File: src/rtl/tpu_seq.sv
// tpu_seq: sequencer for an N x N weight-stationary systolic array.
//
// It loads N*N weights, streams N input rows with per-step enables, drains
// the array for N+1 further steps, captures the skewed column outputs into a
// result buffer, and unloads the buffer one result per beat.
//
// Ports
//   clk, rst           clock (posedge), synchronous active-high reset
//   start, reuse_w     begin a job (sampled in IDLE); reuse_w=1 skips LOADW
//   w_valid/w_ready    weight beats, w_data = weight[widx], row-major
//   x_valid/x_ready    input rows, lane j at x_data[j*DW +: DW]
//   r_valid/r_ready    result beats, r_data = res[ridx]
//   sa_clr, sa_en      array accumulator clear and step enable
//   sa_w, sa_in        weight bus and row bus to the array
//   sa_out             array column outputs, column j at [j*AW +: AW]
//   busy, done         busy outside IDLE; done pulses on entering IDLE
//                      after the last result is accepted
//   fsm_state          current FSM state (debug visibility)
//
// Handshakes: a beat transfers on a rising clk edge where valid and ready
// are both high. The sequencer's own ready/valid outputs are functions of
// state and counters only and never depend on the opposite valid/ready in
// the same cycle; a driven valid is held with stable data until accepted.

module tpu_seq #(
  parameter int N  = 3,
  parameter int DW = 8,
  parameter int AW = 16
) (
  input  logic              clk,
  input  logic              rst,
  input  logic              start,
  input  logic              reuse_w,
  input  logic              w_valid,
  output logic              w_ready,
  input  logic [DW-1:0]     w_data,
  input  logic              x_valid,
  output logic              x_ready,
  input  logic [N*DW-1:0]   x_data,
  output logic              r_valid,
  input  logic              r_ready,
  output logic [AW-1:0]     r_data,
  output logic              sa_clr,
  output logic              sa_en,
  output logic [N*N*DW-1:0] sa_w,
  output logic [N*DW-1:0]   sa_in,
  input  logic [N*AW-1:0]   sa_out,
  output logic              busy,
  output logic              done,
  output logic [2:0]        fsm_state
);

  localparam int NN = N * N;
  localparam int IW = $clog2(NN);
  // t counts 0..2N and may step once past 2N on the final firing step.
  localparam int TW = $clog2(2 * N + 2);

  localparam logic [IW-1:0] IDX_LAST = IW'(NN - 1);
  localparam logic [TW-1:0] T_DRAIN  = TW'(N);
  localparam logic [TW-1:0] T_LAST   = TW'(2 * N);

  typedef enum logic [2:0] {
    S_IDLE   = 3'd0,
    S_LOADW  = 3'd1,
    S_CLR    = 3'd2,
    S_RUN    = 3'd3,
    S_UNLOAD = 3'd4
  } state_t;

  state_t state, state_nxt;

  logic [IW-1:0]      widx;
  logic [IW-1:0]      ridx;
  logic [TW-1:0]      t;
  logic [N*N*DW-1:0]  w_reg;
  logic [AW-1:0]      res [NN];
  logic               done_q;

  logic w_fire;
  logic r_fire;
  logic step;
  logic drain;

  // Next state and control outputs.
  always_comb begin
    state_nxt = state;
    w_ready   = 1'b0;
    x_ready   = 1'b0;
    r_valid   = 1'b0;
    sa_clr    = 1'b0;
    sa_en     = 1'b0;
    sa_in     = '0;
    r_data    = '0;
    step      = 1'b0;
    drain     = (t >= T_DRAIN);
    w_fire    = 1'b0;
    r_fire    = 1'b0;

    case (state)
      S_IDLE: begin
        if (start) state_nxt = reuse_w ? S_CLR : S_LOADW;
      end
      S_LOADW: begin
        w_ready = 1'b1;
        w_fire  = w_valid;
        if (w_fire && widx == IDX_LAST) state_nxt = S_CLR;
      end
      S_CLR: begin
        sa_clr    = 1'b1;
        state_nxt = S_RUN;
      end
      S_RUN: begin
        // Feed phase steps only when a row arrives; drain phase free-runs.
        x_ready = !drain;
        step    = drain || x_valid;
        sa_en   = step;
        if (!drain && x_valid) sa_in = x_data;
        if (step && t == T_LAST) state_nxt = S_UNLOAD;
      end
      S_UNLOAD: begin
        r_valid = 1'b1;
        r_data  = res[ridx];
        r_fire  = r_ready;
        if (r_fire && ridx == IDX_LAST) state_nxt = S_IDLE;
      end
      default: state_nxt = S_IDLE;
    endcase
  end

  always_ff @(posedge clk) begin
    if (rst) begin
      state  <= S_IDLE;
      widx   <= '0;
      ridx   <= '0;
      t      <= '0;
      w_reg  <= '0;
      done_q <= 1'b0;
      for (int i = 0; i < NN; i++) res[i] <= '0;
    end else begin
      state  <= state_nxt;
      done_q <= r_fire && (ridx == IDX_LAST);

      if (state == S_IDLE) widx <= '0;

      if (w_fire) begin
        w_reg[int'(widx) * DW +: DW] <= w_data;
        widx <= widx + 1'b1;
      end

      if (state == S_CLR) begin
        t    <= '0;
        ridx <= '0;
      end

      if (step) begin
        t <= t + 1'b1;
        // Column j's outputs emerge skewed by j+1 steps; output k of column
        // j appears at step t = j+1+k.
        for (int j = 0; j < N; j++) begin
          if (int'(t) >= j + 1 && int'(t) <= j + N)
            res[IW'(j * N + int'(t) - j - 1)] <= sa_out[j * AW +: AW];
        end
      end

      if (r_fire) ridx <= ridx + 1'b1;
    end
  end

  assign sa_w      = w_reg;
  assign busy      = (state != S_IDLE);
  assign done      = done_q;
  assign fsm_state = state;

endmodule

File: config.mk
export PLATFORM = sky130hd
export DESIGN_NAME = tpu_seq
export DESIGN_NICKNAME = d
export VERILOG_FILES = /design/src/rtl/tpu_seq.sv
export SDC_FILE = /design/constraint.sdc
export NUM_CORES = 1
export LEC_CHECK = 0
export BUFFER_PORTS_ARGS = -buffer_cell sky130_fd_sc_hd__buf_2
export CAP_MARGIN = 20
export CORE_MARGIN = 4
export CORE_UTILIZATION = 35
export CTS_CLUSTER_SIZE = 40
export DETAILED_ROUTE_END_ITERATION = 6
export GPL_ROUTABILITY_DRIVEN = 0
export PLACE_DENSITY_LB_ADDON = 0.05
export SLEW_MARGIN = 20
export SYNTH_ARGS = -nofsm -noshare
export SYNTH_HDL_FRONTEND = slang
export SYNTH_SLANG_ARGS = --single-unit
File: constraint.sdc
create_clock -name clk -period 4.38 [get_ports clk]
set_input_delay 0.657 -clock clk [delete_from_list [all_inputs] [get_ports clk]]
set_output_delay 0.657 -clock clk [all_outputs]
set_load 0.01 [all_outputs]
# Yosys cells after proc, flatten, opt, wreduce, memory -nomap -nowiden
# Memories as Yosys holds them, arrays and structs flattened. A register that Yosys moved wholly into a read port is not among the register bits.
# Cells that the tools add are included.
dict set report classes {
  add_sub_neg 11
  magnitude_cmp 7
  n_eq_ne 11
  n_shift 2
  n_mux 48
  reduce_logical 19
}
# operator count
set op_table {}
lappend op_table {{$bwmux W72} 1}
lappend op_table {{$shift A8 B33 Y72 const A} 1}
lappend op_table {{$shiftx A8 B33 Y72} 1}
lappend op_table {{$mux W16} 4}
lappend op_table {{$mux W24} 2}
lappend op_table {{$reduce_or A16 Y1} 3}
lappend op_table {{$mux W4} 9}
lappend op_table {{$neg A7 Y33} 1}
lappend op_table {{$mux W1} 24}
lappend op_table {{$mux W3} 6}
lappend op_table {{$pmux W3 S5} 1}
lappend op_table {{$sub A4 B2 Y4 const B} 3}
lappend op_table {{$ge A3 B2 Y1 const B} 3}
lappend op_table {{$add A4 B1 Y4 const B} 2}
lappend op_table {{$eq A4 B4 Y1 const B} 2}
lappend op_table {{$logic_and A1 B1 Y1} 8}
lappend op_table {{$ne A2 B2 Y1 const B} 4}
lappend op_table {{$eq A3 B2 Y1 const B} 2}
lappend op_table {{$eq A3 B3 Y1 const B} 2}
lappend op_table {{$le A3 B3 Y1 const B} 2}
lappend op_table {{$reduce_bool A2 Y1} 3}
lappend op_table {{$add A2 B3 Y4 const A} 1}
lappend op_table {{$add A3 B3 Y4 const A} 1}
lappend op_table {{$reduce_and A4 Y1} 1}
lappend op_table {{11 further kinds} 11}
dict set report totals {
  reg_bits 87
  ram_bits 144
  inputBits 87
  out_inout_bits 122
  word_cells 105
  mem_count 1
}
# name words word_bits rd rd_ports_with_merged_regs wr line_no
set mem_list {}
lappend mem_list {res 9 16 1 1 9 76} ;# logic [AW-1:0] res [NN];

# Logic depth before layout (Yosys ltp)
dict set report depth {
  word_depth 8
  depth_mapped 11
  ltp_nobuf 8
}

# Worst setup path after synthesis
# Ideal clock, no wire load.
dict set report synth_path {
  path_kind {reg-to-reg}
  startpoint {reg t[0]}
  endpoint {mem res[13][0], enable pin}
  setup_time_ns 0.411
  arrival_time_ns 3.013
  t_required_ns 3.969
  slack_ns 0.956
  stages_incl_launch_ff 7
  n_path_buf 0
  period_less_slack_ns 3.424
  path_cell_list {dfxtp_1 inv_1 ha_1 ha_1 nand3b_1 nand3b_1 o21ai_0}
}
# element line_no
set synth_rtl {}
lappend synth_rtl {{start, declared} 74} ;# logic [TW-1:0] t;
lappend synth_rtl {{start signal, assigned} 156} ;# t <= t + 1'b1;
lappend synth_rtl {{end, declared} 76}

# Worst setup path after layout
dict set report layout_path {
  startpoint {reg t[2]}
  endpoint {out sa_in[7]}
}
dict set report layout_via {
  elab_chain_cells 5
}
# element line_no
set layout_rtl {}
lappend layout_rtl {{$ge A3 B2 Y1} 95} ;# drain = (t >= T_DRAIN);
lappend layout_rtl {{$logic_not A1 Y1} 117} ;# if (!drain && x_valid) sa_in = x_data;
lappend layout_rtl {{$logic_and A1 B1 Y1} 117}
lappend layout_rtl {{$mux W24} 117}
lappend layout_rtl {{$mux W24} 99} ;# case (state)
lappend layout_rtl {{end, declared} 46} ;# output logic [N*DW-1:0] sa_in,
# No other way between the ends.

==> out/results.ini <==
[outcome]
status=finished, final reports clean

[synth]
syn_inst=1752
synth_edf_count=256
synth.distinct_cells=67
ys_seq_elements=347
ys_async_sr_fraction=0
syn_avg_cell_area_um2=10.81
syn_area_um2=18930
syn-num-nets=1853
synth-main-ff-cell=edfxtp_1
ys_seq_area_frac=0.5023
ys_warn_count=0

[clocking]
clkSlewWorstSetupHoldPaths_ps=50
cts-resized-gates=0
cts_setup_buffers=0
postCtsHoldBufs=0
cts_tree=yes
cts_num_sinks=347
insertion_delay_ps=580
cts_made_buffers=43
clockBufferDepth=3
h-tree-depth=2
cts-root-buf=clkbuf_16

[floorplan]
fp.dieH_um=240.6
die_w_um=240.6
initial_core_util=0.3567
std_cell_rows=84
coreArea_um2=53080
io_pins=209
die_area_um2=57880

[timing]
worst_slew_pin_slew_ps=1108
setup_tns_ps=0
setup_viol=0
relSlewSlack=0.2613
finalHoldViolCount=0
clock_skew_ps=24.75
post-route-min-period_ps=3935
max_freq_mhz=254.1
fin_hold_ws_ps=390.6
slew_viol_final=0
rsz0062_at_grt=false
fin_crit_sh=0.8985

[routing]
vias=14970
drt-initial-drc-count=1133
post-route-drc-count=0
drt_wl_total_um=67040
dr.pass1.iters=6
wl_per_cell_um=25.95
ant_nets=0
vias_per_cell=5.795

[worst_hold_path]
min_path_type=primary input to flip-flop
holdPathStages=3

[final_layout]
final_core_util=0.4113
layout.cells.non_filler=2583
drive_above_1_share=0.2830
fin_nets=1963
most-common-layout-cells=256 x edfxtp_1, 245 x nand3_1, 207 x buf_2
syn2layout_area_growth_pct=15.31
final_common_cell=edfxtp_1

[grt]
grt_pass1_vias=15240
antenna_found_initial=2
overflow=0
grt_use_total=0.2278
grt_pass1_wl_um=99760
grt_max_degree=94

[critical_path]
critPathLaunchType=flip-flop
required_ps=3720
ff2ff_path_depth=9
cp.arrival_ps=3280
worst-r2r-setup-slack_ps=990
crit_path_end_kind=primary output
path_max_fanout=24
critical_path_class=flip-flop to primary output

[flow_run]
drv_cap=0

[place]
numPortBuffers=208
dp_hpwl_um=42950
dp_cells=2505

[power_and_ir_drop]
vdd_drop_max_mv=0.2146
p_leak_nw=7.588
powerDensity_nw_per_um2=343.2

==> routing by layer <==
metal,vias to the layer above,track usage,share of wire
met4,2,0.08045,0.036
met2,508,0.3891,0.49
met1,7456,0.2936,0.42
li1,6863,-,-
met5,-,0,0.00019
met3,140,0.03977,0.055
==> worst max-delay path, cell delays in order (launching register included) <==
cell and delay, ps:
dfxtp_1 530, inv_1 150, ha_1 290, a211oi_1 600, and3_1 780, and2_1 220
buf_2 130
==> report_power, final <==
part           switching, W  internal [W]  total (W)  leakage [nW]
sequential        0.0000327       0.00357    0.00360          3.23
combinational      0.000325      0.000155   0.000480          3.71
clock               0.00143       0.00198    0.00341         0.652
==> metrics by stage <==
step	setup WS [ps]	total power [W]	instance area, um2
2_1_floorplan	955.9	0.003930	18930
3_3_place_gp	1017	0.004155	20470
3_5_place_dp	891.7	0.004158	20480
4_1_cts	277.1	0.007588	21810
5_1_grt	79.58	0.007758	21830
6_report	444.8	0.007492	21830
==> cell usage after synthesis, types with 16 or more instances <==
library cell / n / area [um2]
a21oi_1: 64 / 320.3
a22o_1: 16 / 140.1
a31oi_1: 129 / 807.0
and2_1: 35 / 219.0
buf_2: 53 / 265.3
clkbuf_1: 122 / 457.9
dfxtp_1: 91 / 1822
edfxtp_1: 256 / 7687
mux2_2: 112 / 1261
mux2i_1: 44 / 440.4
mux4_2: 64 / 1441
nand2_1: 100 / 375.4
nand3_1: 245 / 1226
nand4_1: 68 / 425.4
nor2_1: 168 / 630.6
o22ai_1: 16 / 100.1
==> path summary, 6_finish.rpt <==
kind / from / end
max: t[2]$_SDFFE_PP0P_ / sa_in[7]
min: start / fsm_state[0]$_SDFFE_PP0P_
min reg2reg: sa_w[18]$_SDFFE_PP0P_ / sa_w[18]$_SDFFE_PP0P_
max reg2reg: t[2]$_SDFFE_PP0P_ / res[8][3]$_DFFE_PP_
==> cell type report <==
type | instances | area (um2)
sequential | 347 | 9518
antenna | 1 | 2.502
multi-input combinational | 1198 | 8620
tap | 688 | 860.8
clock buffer | 61 | 1209
inverter | 11 | 41.29
timing repair buffer | 261 | 1458
fill | 5141 | 31250
clock inverter | 16 | 122.6
==> cells by family after synthesis <==
logic type,share of synthesized area
AND/OR/NAND/NOR,0.1837
AO/OA/AOI/OAI,0.09101
adder cells (fa/ha/maj),0.009253
multiplexers,0.1660
XOR/XNOR,0.001388
buffers and inverters,0.04633
flip-flops,0.5023
==> registers in the layout (all words and copies together) (netlist names), named ones only <==
register,cells
res,256
sa_w,72
ridx,4
widx,4
fsm_state,3
t,3
done,1
Power figures use the tool's default switching activity.
